### config.mk
export PLATFORM = sky130hd
export DESIGN_NAME = dcache_req_ctrl
export DESIGN_NICKNAME = d
export VERILOG_FILES = /design/src/rtl/dcache_req_ctrl.sv
export SDC_FILE = /design/constraint.sdc
export NUM_CORES = 1
export LEC_CHECK = 0
export BUFFER_PORTS_ARGS = -buffer_cell sky130_fd_sc_hd__buf_4
export CORE_ASPECT_RATIO = 1.4
export CORE_MARGIN = 5
export CORE_UTILIZATION = 41
export CTS_CLUSTER_DIAMETER = 50
export DETAILED_ROUTE_END_ITERATION = 8
export GPL_TIMING_DRIVEN = 0
export HOLD_SLACK_MARGIN = 0.06
export PLACE_DENSITY = 0.88
export SLEW_MARGIN = 20
export SYNTH_ARGS = -nofsm -noshare
export SYNTH_HDL_FRONTEND = slang
export SYNTH_SLANG_ARGS = --single-unit
### constraint.sdc
create_clock -name clk -period 1.9 [get_ports clk]
set_input_delay 0.285 -clock clk [delete_from_list [all_inputs] [get_ports clk]]
set_output_delay 0.285 -clock clk [all_outputs]
set_load 0.01 [all_outputs]
### src/rtl/dcache_req_ctrl.sv
// D-cache request front end: arbitrates LSU/CACOP, runs the ALE check,
// issues to the cache and returns one response. Option: DCACHE_REQ_RR_EN.
module dcache_req_ctrl #(
    parameter int ADDR_WIDTH = 32,
    parameter int DATA_WIDTH = 32,
    parameter int EXP_WIDTH  = 7
) (
    input  logic                  clk,
    input  logic                  rst,
    input  logic                  lsu_valid,
    output logic                  lsu_ready,
    input  logic [ADDR_WIDTH-1:0] lsu_addr,
    input  logic [3:0]            lsu_type,
    input  logic                  lsu_we,
    input  logic [DATA_WIDTH-1:0] lsu_wdata,
    input  logic                  cacop_valid,
    output logic                  cacop_ready,
    input  logic [ADDR_WIDTH-1:0] cacop_addr,
    input  logic [4:0]            cacop_code,
    output logic                  cache_valid,
    input  logic                  cache_ready,
    output logic [ADDR_WIDTH-1:0] cache_addr,
    output logic [3:0]            cache_type,
    output logic                  cache_we,
    output logic [DATA_WIDTH-1:0] cache_wdata,
    output logic                  cache_cacop_en,
    output logic [4:0]            cache_cacop_code,
    input  logic                  cache_done,
    input  logic [DATA_WIDTH-1:0] cache_rdata,
    output logic                  resp_valid,
    input  logic                  resp_ready,
    output logic                  resp_src,
    output logic [DATA_WIDTH-1:0] resp_rdata,
    output logic [EXP_WIDTH-1:0]  resp_exception,
    output logic [ADDR_WIDTH-1:0] resp_badv
);

    localparam logic [EXP_WIDTH-1:0] EXP_ALE = EXP_WIDTH'(9);

    typedef enum logic [1:0] {IDLE, ISSUE, WAIT, RESP} state_t;

    state_t                state;
    logic                  rb_src;
    logic [ADDR_WIDTH-1:0] rb_addr;
    logic [3:0]            rb_type;
    logic                  rb_we;
    logic [DATA_WIDTH-1:0] rb_wdata;
    logic                  rb_cacop;
    logic [4:0]            rb_code;

    logic                  grant_cacop;
    logic                  idle;
    logic                  rb_ale;
    logic [ADDR_WIDTH-1:0] in_addr;
    logic [3:0]            in_type;

    // Alignment fault: WORD needs addr[1:0]==0, HALF needs addr[0]==0.
    function automatic logic ale_chk(input logic cop, input logic [3:0] t,
                                     input logic [ADDR_WIDTH-1:0] a);
        return !cop && ((t == 4'b1111 && a[1:0] != 2'b00) ||
                        (t == 4'b0011 && a[0]));
    endfunction

`ifdef DCACHE_REQ_RR_EN
    logic last_cacop;

    assign grant_cacop = cacop_valid && (!lsu_valid || !last_cacop);

    // Remember the last winner so the other side goes first on a tie.
    always_ff @(posedge clk) begin
        if (rst)
            last_cacop <= 1'b0;
        else if (lsu_ready || cacop_ready)
            last_cacop <= cacop_ready;
    end
`else
    assign grant_cacop = cacop_valid;
`endif

    assign idle        = (state == IDLE) && !rst;
    assign cacop_ready = idle && grant_cacop;
    assign lsu_ready   = idle && lsu_valid && !grant_cacop;

    assign in_addr = cacop_ready ? cacop_addr : lsu_addr;
    assign in_type = cacop_ready ? 4'b0000 : lsu_type;
    assign rb_ale  = ale_chk(rb_cacop, rb_type, rb_addr);

    assign cache_addr       = rb_addr;
    assign cache_type       = rb_type;
    assign cache_we         = rb_we;
    assign cache_wdata      = rb_wdata;
    assign cache_cacop_en   = rb_cacop;
    assign cache_cacop_code = rb_code;

    // Request FSM: one request in flight, response held until taken.
    always_ff @(posedge clk) begin
        if (rst) begin
            state          <= IDLE;
            rb_src         <= 1'b0;
            rb_addr        <= '0;
            rb_type        <= '0;
            rb_we          <= 1'b0;
            rb_wdata       <= '0;
            rb_cacop       <= 1'b0;
            rb_code        <= '0;
            cache_valid    <= 1'b0;
            resp_valid     <= 1'b0;
            resp_src       <= 1'b0;
            resp_rdata     <= '0;
            resp_exception <= '0;
            resp_badv      <= '0;
        end else begin
            unique case (state)
                IDLE: begin
                    if (lsu_ready || cacop_ready) begin
                        rb_src      <= cacop_ready;
                        rb_addr     <= in_addr;
                        rb_type     <= in_type;
                        rb_we       <= cacop_ready ? 1'b0 : lsu_we;
                        rb_wdata    <= cacop_ready ? '0 : lsu_wdata;
                        rb_cacop    <= cacop_ready;
                        rb_code     <= cacop_ready ? cacop_code : 5'd0;
                        cache_valid <= !ale_chk(cacop_ready, in_type, in_addr);
                        state       <= ISSUE;
                    end
                end
                ISSUE: begin
                    if (rb_ale) begin
                        resp_valid     <= 1'b1;
                        resp_src       <= rb_src;
                        resp_rdata     <= '0;
                        resp_exception <= EXP_ALE;
                        resp_badv      <= rb_addr;
                        state          <= RESP;
                    end else if (cache_ready) begin
                        cache_valid <= 1'b0;
                        if (cache_done) begin
                            resp_valid     <= 1'b1;
                            resp_src       <= rb_src;
                            resp_rdata     <= (rb_we || rb_cacop) ? '0 : cache_rdata;
                            resp_exception <= '0;
                            resp_badv      <= '0;
                            state          <= RESP;
                        end else begin
                            state <= WAIT;
                        end
                    end
                end
                WAIT: begin
                    if (cache_done) begin
                        resp_valid     <= 1'b1;
                        resp_src       <= rb_src;
                        resp_rdata     <= (rb_we || rb_cacop) ? '0 : cache_rdata;
                        resp_exception <= '0;
                        resp_badv      <= '0;
                        state          <= RESP;
                    end
                end
                RESP: begin
                    if (resp_ready) begin
                        resp_valid <= 1'b0;
                        state      <= IDLE;
                    end
                end
                default: state <= IDLE;
            endcase
        end
    end

endmodule
# Word level (Yosys, flattened, before mapping)
# Cells that the tools add are included.
# Widths: inputs -> output; s select.
# totals
elab_cells	94
register_bits	151
# classes
n_eq_ne	13
muxes	38
n_reduce_logical	30
# op_table
cell	count
$mux 32	9
$pmux 32 s2	2
$mux 7	3
$pmux 7 s2	1
$mux 1	12
$logic_and 1x1->1	10
$mux 2	5
$eq 4x2->1 const B	2
$eq 4x4->1 const B	2
$ne 2x2->1 const B	4
$pmux 2 s4	1
$reduce_and 4->1	2
$reduce_bool 2->1	4
$logic_not 1->1	5
$mux 5	1
$eq 2x2->1 const B	2
$logic_or 1x1->1	4
$mux 4	1
$pmux 1 s2	2
$reduce_and 2->1	2
$ne 3x3->1 const B	1
$pmux 1 s3	1
$reduce_and 3->1	1
$reduce_bool 3->1	1
other kinds (3)	3

# Depth between registers and ports, before layout
# logic_depth
ltp_word	11
depth_mapped	8
mapped_depth_nobuf	6

# Least setup slack after synthesis
# No wires, ideal clock.
# synth_timing
kind	register to register
startpoint	register state[0]
endpoint	register resp_badv[4]
path_stages_with_launch	8
period_less_slack_ns	1.981
t_arrival_ns	1.923
slack_ns	-0.081
n_path_buf	2
setup_time_ns	0.059
cell_sequence	dfxtp_1 > inv_1 > ha_1 > or4_1 > buf_2 > nor3b_4 > buf_6 > a22o_1
# synth_between
elab_chain_len	3
elab_cells_between_ends	6
cone_classes	eq/ne (3); mux (1); reduce/logical (2)
# synth_lines
element	line_no	text
start: declaration	42	state_t state;
start signal: assignment	98	state <= IDLE;
start signal: assignment	124	state <= ISSUE;
start signal: assignment	134	state <= RESP;
$eq 2x1->1 / $eq 2x2->1 (equally long branches)	113	unique case (state)
$ne 3x3->1 (no line) / $reduce_bool 2->1 (equally long branches)	n/a	
$reduce_and 2->1 (no line)	n/a	
end signal: assignment	133	resp_badv <= rb_addr;
end: declaration	35	output logic [ADDR_WIDTH-1:0] resp_badv
# Several ways; a longest one is shown, not always the timed one.
# A chain may end at the register's enable or synchronous reset.

# Worst setup path after layout
# layout_timing
startpoint	register state[0]
endpoint	register resp_badv[15]
# Same word-level chain as after synthesis.

==> flow_summary.rst <==
.. list-table::
   :header-rows: 1

   * - Metric
     - Value
   * - Run status
     - finished, violations left
   * - Violated checks
     - setup timing
   * - Final worst-path cycle share
     - 1.03
   * - Final number of hold-violating endpoints
     - 0
   * - Peak fanout along the critical path
     - 5
   * - Largest area contributor in the netlist
     - sky130_fd_sc_hd__dfxtp_1
   * - Crit path capture type
     - flip-flop
   * - Worst Hold Slack
     - 0.113 ns
   * - Area share of the largest cell type after synthesis
     - 0.525
   * - CTS tree
     - done
   * - Average footprint of a synthesized cell
     - 9.98 um^2
   * - Number of sinks handled by clock tree synthesis
     - 151
   * - Filler cells
     - 974
   * - Synthesized netlist cell count
     - 577
   * - Final Util
     - 0.713
   * - Standard cell core area
     - 13800 um^2
   * - Estimated wirelength of the detail-placed design
     - 15300 um
   * - MaxCap Viol Count
     - 0
   * - Upper clock frequency limit
     - 0.511 GHz
   * - Dominant cells by area after synthesis
     - sky130_fd_sc_hd__dfxtp_1, sky130_fd_sc_hd__mux2i_1, sky130_fd_sc_hd__a22oi_1
   * - Maximum root-to-sink buffer count
     - 2
   * - Post-layout min period
     - 1.96 ns
   * - RSZ-0062 raised after global routing
     - yes
   * - DRT Pass-1 Iters
     - 5
   * - Post-place setup slack
     - -0.415 ns
   * - Die W
     - 110 um
   * - Class of the tightest hold or removal check
     - in2reg
   * - Area of the mapped netlist
     - 5760 um^2
   * - Static leakage
     - 4.59 nW
   * - Synthesis Warnings
     - 0
   * - Area occupied by multi-input gates
     - 2730 um^2
   * - Largest net degree at the start of global routing
     - 17
   * - Post-synthesis async set-or-reset flop share
     - 0
   * - Root cell of the clock tree
     - sky130_fd_sc_hd__clkbuf_16
   * - Placer Congestion
     - 0.890
   * - Number of antenna-violating nets in the routed design
     - 0
   * - Number of DRC violations after detailed-routing iteration 0
     - 268
   * - P&R area growth vs syn
     - 71.5%
   * - Final setup violation count
     - 34
   * - Deepest level of the CTS H-tree
     - 4
   * - Overall track demand over capacity in global routing
     - 0.251
   * - Clock Skews
     - 0.0129 ns
   * - Number of antenna violations at the first check in global routing
     - 0
   * - Net count after synthesis
     - 727
   * - Quantity of hold-fixing buffers added after cts
     - 0
   * - Startpoint class of the critical path
     - flip-flop
   * - Required time of the worst setup path
     - 2.27 ns
   * - Number of port buffers
     - 294
   * - Total chip power
     - 0.0120 W
   * - Final Slew Violations
     - 0
   * - Number of enable-type register cells in the synthesized netlist
     - 0
   * - Chip height
     - 150 um
   * - N_diodes
     - 0
   * - Wire length of the first global-routing pass
     - 32000 um
   * - Post-route DRC
     - 0
   * - Via count of the first global-routing pass
     - 5887
   * - Worst setup slack for register-to-register paths
     - -0.06 ns
   * - Final worst-path setup slack
     - -0.0575 ns
   * - Flop and latch count out of synthesis
     - 151
   * - Power density cells
     - 1210 nW/um^2
   * - Sequential cell area
     - 3040 um^2
   * - Io pins
     - 296
   * - Fraction of layout cells with a size suffix above 1
     - 0.496
   * - Row count
     - 51
   * - Via density per instance
     - 5.30
   * - Actual transition at the worst max-transition pin
     - 0.728 ns
   * - Number of vias in the routed layout
     - 6003
   * - Worst setup path class
     - reg2reg
   * - Worst slew margin
     - 0.515
   * - Total routed wirelength
     - 21800 um
   * - Clock latency on the worst-skew pair
     - 0.42 ns
   * - Fraction of the yosys area taken by sequential cells
     - 0.525
   * - Unique cell type count in the Yosys netlist
     - 43
   * - Initial core utilization
     - 0.416
   * - TritonCTS Buffers
     - 17
   * - Clock-pin slew of the registers on the worst-case setup and hold paths
     - 0.07 ns
   * - Top_reg_cell synth
     - sky130_fd_sc_hd__dfxtp_1
   * - Post-DR wirelength/cell
     - 19.3 um
   * - CP arrival
     - 2.32 ns
   * - Layout net count
     - 1084
   * - Max VDD drop
     - 592 uV
   * - Overall die area
     - 16500 um^2
   * - Global-route congestion overflow total
     - 0
[per-stage QoR]
stage	std cells	setup TNS, ns	cell area (um^2)
floorplan	577	0	5780
global placement	1056	-31.04	8220
detailed placement	1056	-36.14	8220
CTS	1113	-0.174	9330
global route	1132	-5.94	9880
finish	1132	-1.39	9880
[critical path: stages, from the launching register on]
cell and delay, ns:
sky130_fd_sc_hd__dfxtp_2 0.35, sky130_fd_sc_hd__inv_4 0.06, sky130_fd_sc_hd__ha_4 0.17, sky130_fd_sc_hd__or4_4 0.55
sky130_fd_sc_hd__nor3b_4 0.34, sky130_fd_sc_hd__clkbuf_16 0.22, sky130_fd_sc_hd__buf_16 0.11, sky130_fd_sc_hd__a22o_1 0.11
[metal layers]
| layer | vias to the layer above | routed length [um] | track usage | share of wire |
|---|---|---|---|---|
| li1 | 2836 | - | - | - |
| met3 | 42 | 1560 | 0.0652 | 0.072 |
| met2 | 248 | 11400 | 0.430 | 0.52 |
| met5 | - | 0 | 0 | 0 |
| met4 | 0 | 608 | 0.0881 | 0.028 |
| met1 | 2877 | 8290 | 0.300 | 0.38 |
[cell usage after synthesis, types with 6 or more instances]
library cell,n
sky130_fd_sc_hd__inv_1,39
sky130_fd_sc_hd__buf_2,12
sky130_fd_sc_hd__nor2_1,76
sky130_fd_sc_hd__and2_1,6
sky130_fd_sc_hd__clkbuf_1,31
sky130_fd_sc_hd__a22o_1,32
sky130_fd_sc_hd__dfxtp_1,151
sky130_fd_sc_hd__a221oi_1,32
sky130_fd_sc_hd__a22oi_1,39
sky130_fd_sc_hd__a211oi_1,34
sky130_fd_sc_hd__nand3_1,32
sky130_fd_sc_hd__mux2i_1,35
[timing repair]
item                                    CTS  global route
setup buffers                            24            14
pin swaps                                11            36
endpoints found under the setup margin  141            90
cloned                                    3             7
resized for setup                        68            82
[kinds of logic (layout without fill, tap and decap cells)]
group | Yosys count | after routing | synth area share
AO/OA/AOI/OAI | 160 | 160 | 0.226
XOR/XNOR | 1 | 1 | 0.00152
adder cells (fa/ha/maj) | 5 | 5 | 0.0109
buffers and inverters | 91 | 460 | 0.0658
flip-flops | 151 | 151 | 0.525
multiplexers | 35 | 35 | 0.0608
AND/OR/NAND/NOR | 134 | 135 | 0.110
[worst paths after layout]
check                  from              end  cells after the start
min           lsu_wdata[11]  cache_wdata[11]                      3
min reg2reg  resp_rdata[22]   resp_rdata[22]                      2
max reg2reg        state[0]    resp_badv[15]                      7
max                state[0]    resp_badv[15]                      7
[report_power, final]
| part | total [W] | switching [W] | internal, W |
|---|---|---|---|
| registers | 0.00409 | 0.000385 | 0.00370 |
| logic | 0.00429 | 0.00215 | 0.00214 |
| clock network | 0.00358 | 0.00139 | 0.00219 |
| total | 0.0120 | 0.00392 | 0.00803 |
[flip-flops by register name, summed over array words and instances, names as in the netlist]
register          count
resp_exception        7
cache_cacop_en        1
resp_badv            32
resp_src              1
cache_we              1
cache_type            4
cache_addr           32
cache_wdata          32
cache_cacop_code      5
cache_valid           1
resp_rdata           32
state                 2
resp_valid            1
[final cells by class]
type / count / share of cell area
Buffer: 47 / 0.0345
Clock buffer: 20 / 0.0473
Clock inverter: 12 / 0.0165
Inverter: 40 / 0.0167
Multi-Input combinational cell: 336 / 0.276
Sequential cell: 151 / 0.308
Tap cell: 185 / 0.0234
Timing Repair Buffer: 341 / 0.277
[layout by cell type, fill, tap and decap left out, drive strengths merged, types with 34 or more instances in the layout]
cell    count
a211oi     34
a22oi      39
buf       360
clkbuf     48
dfxtp     151
inv        42
mux2i      35
nor2       76
Note: power is estimated with default switching activity, not from simulation.
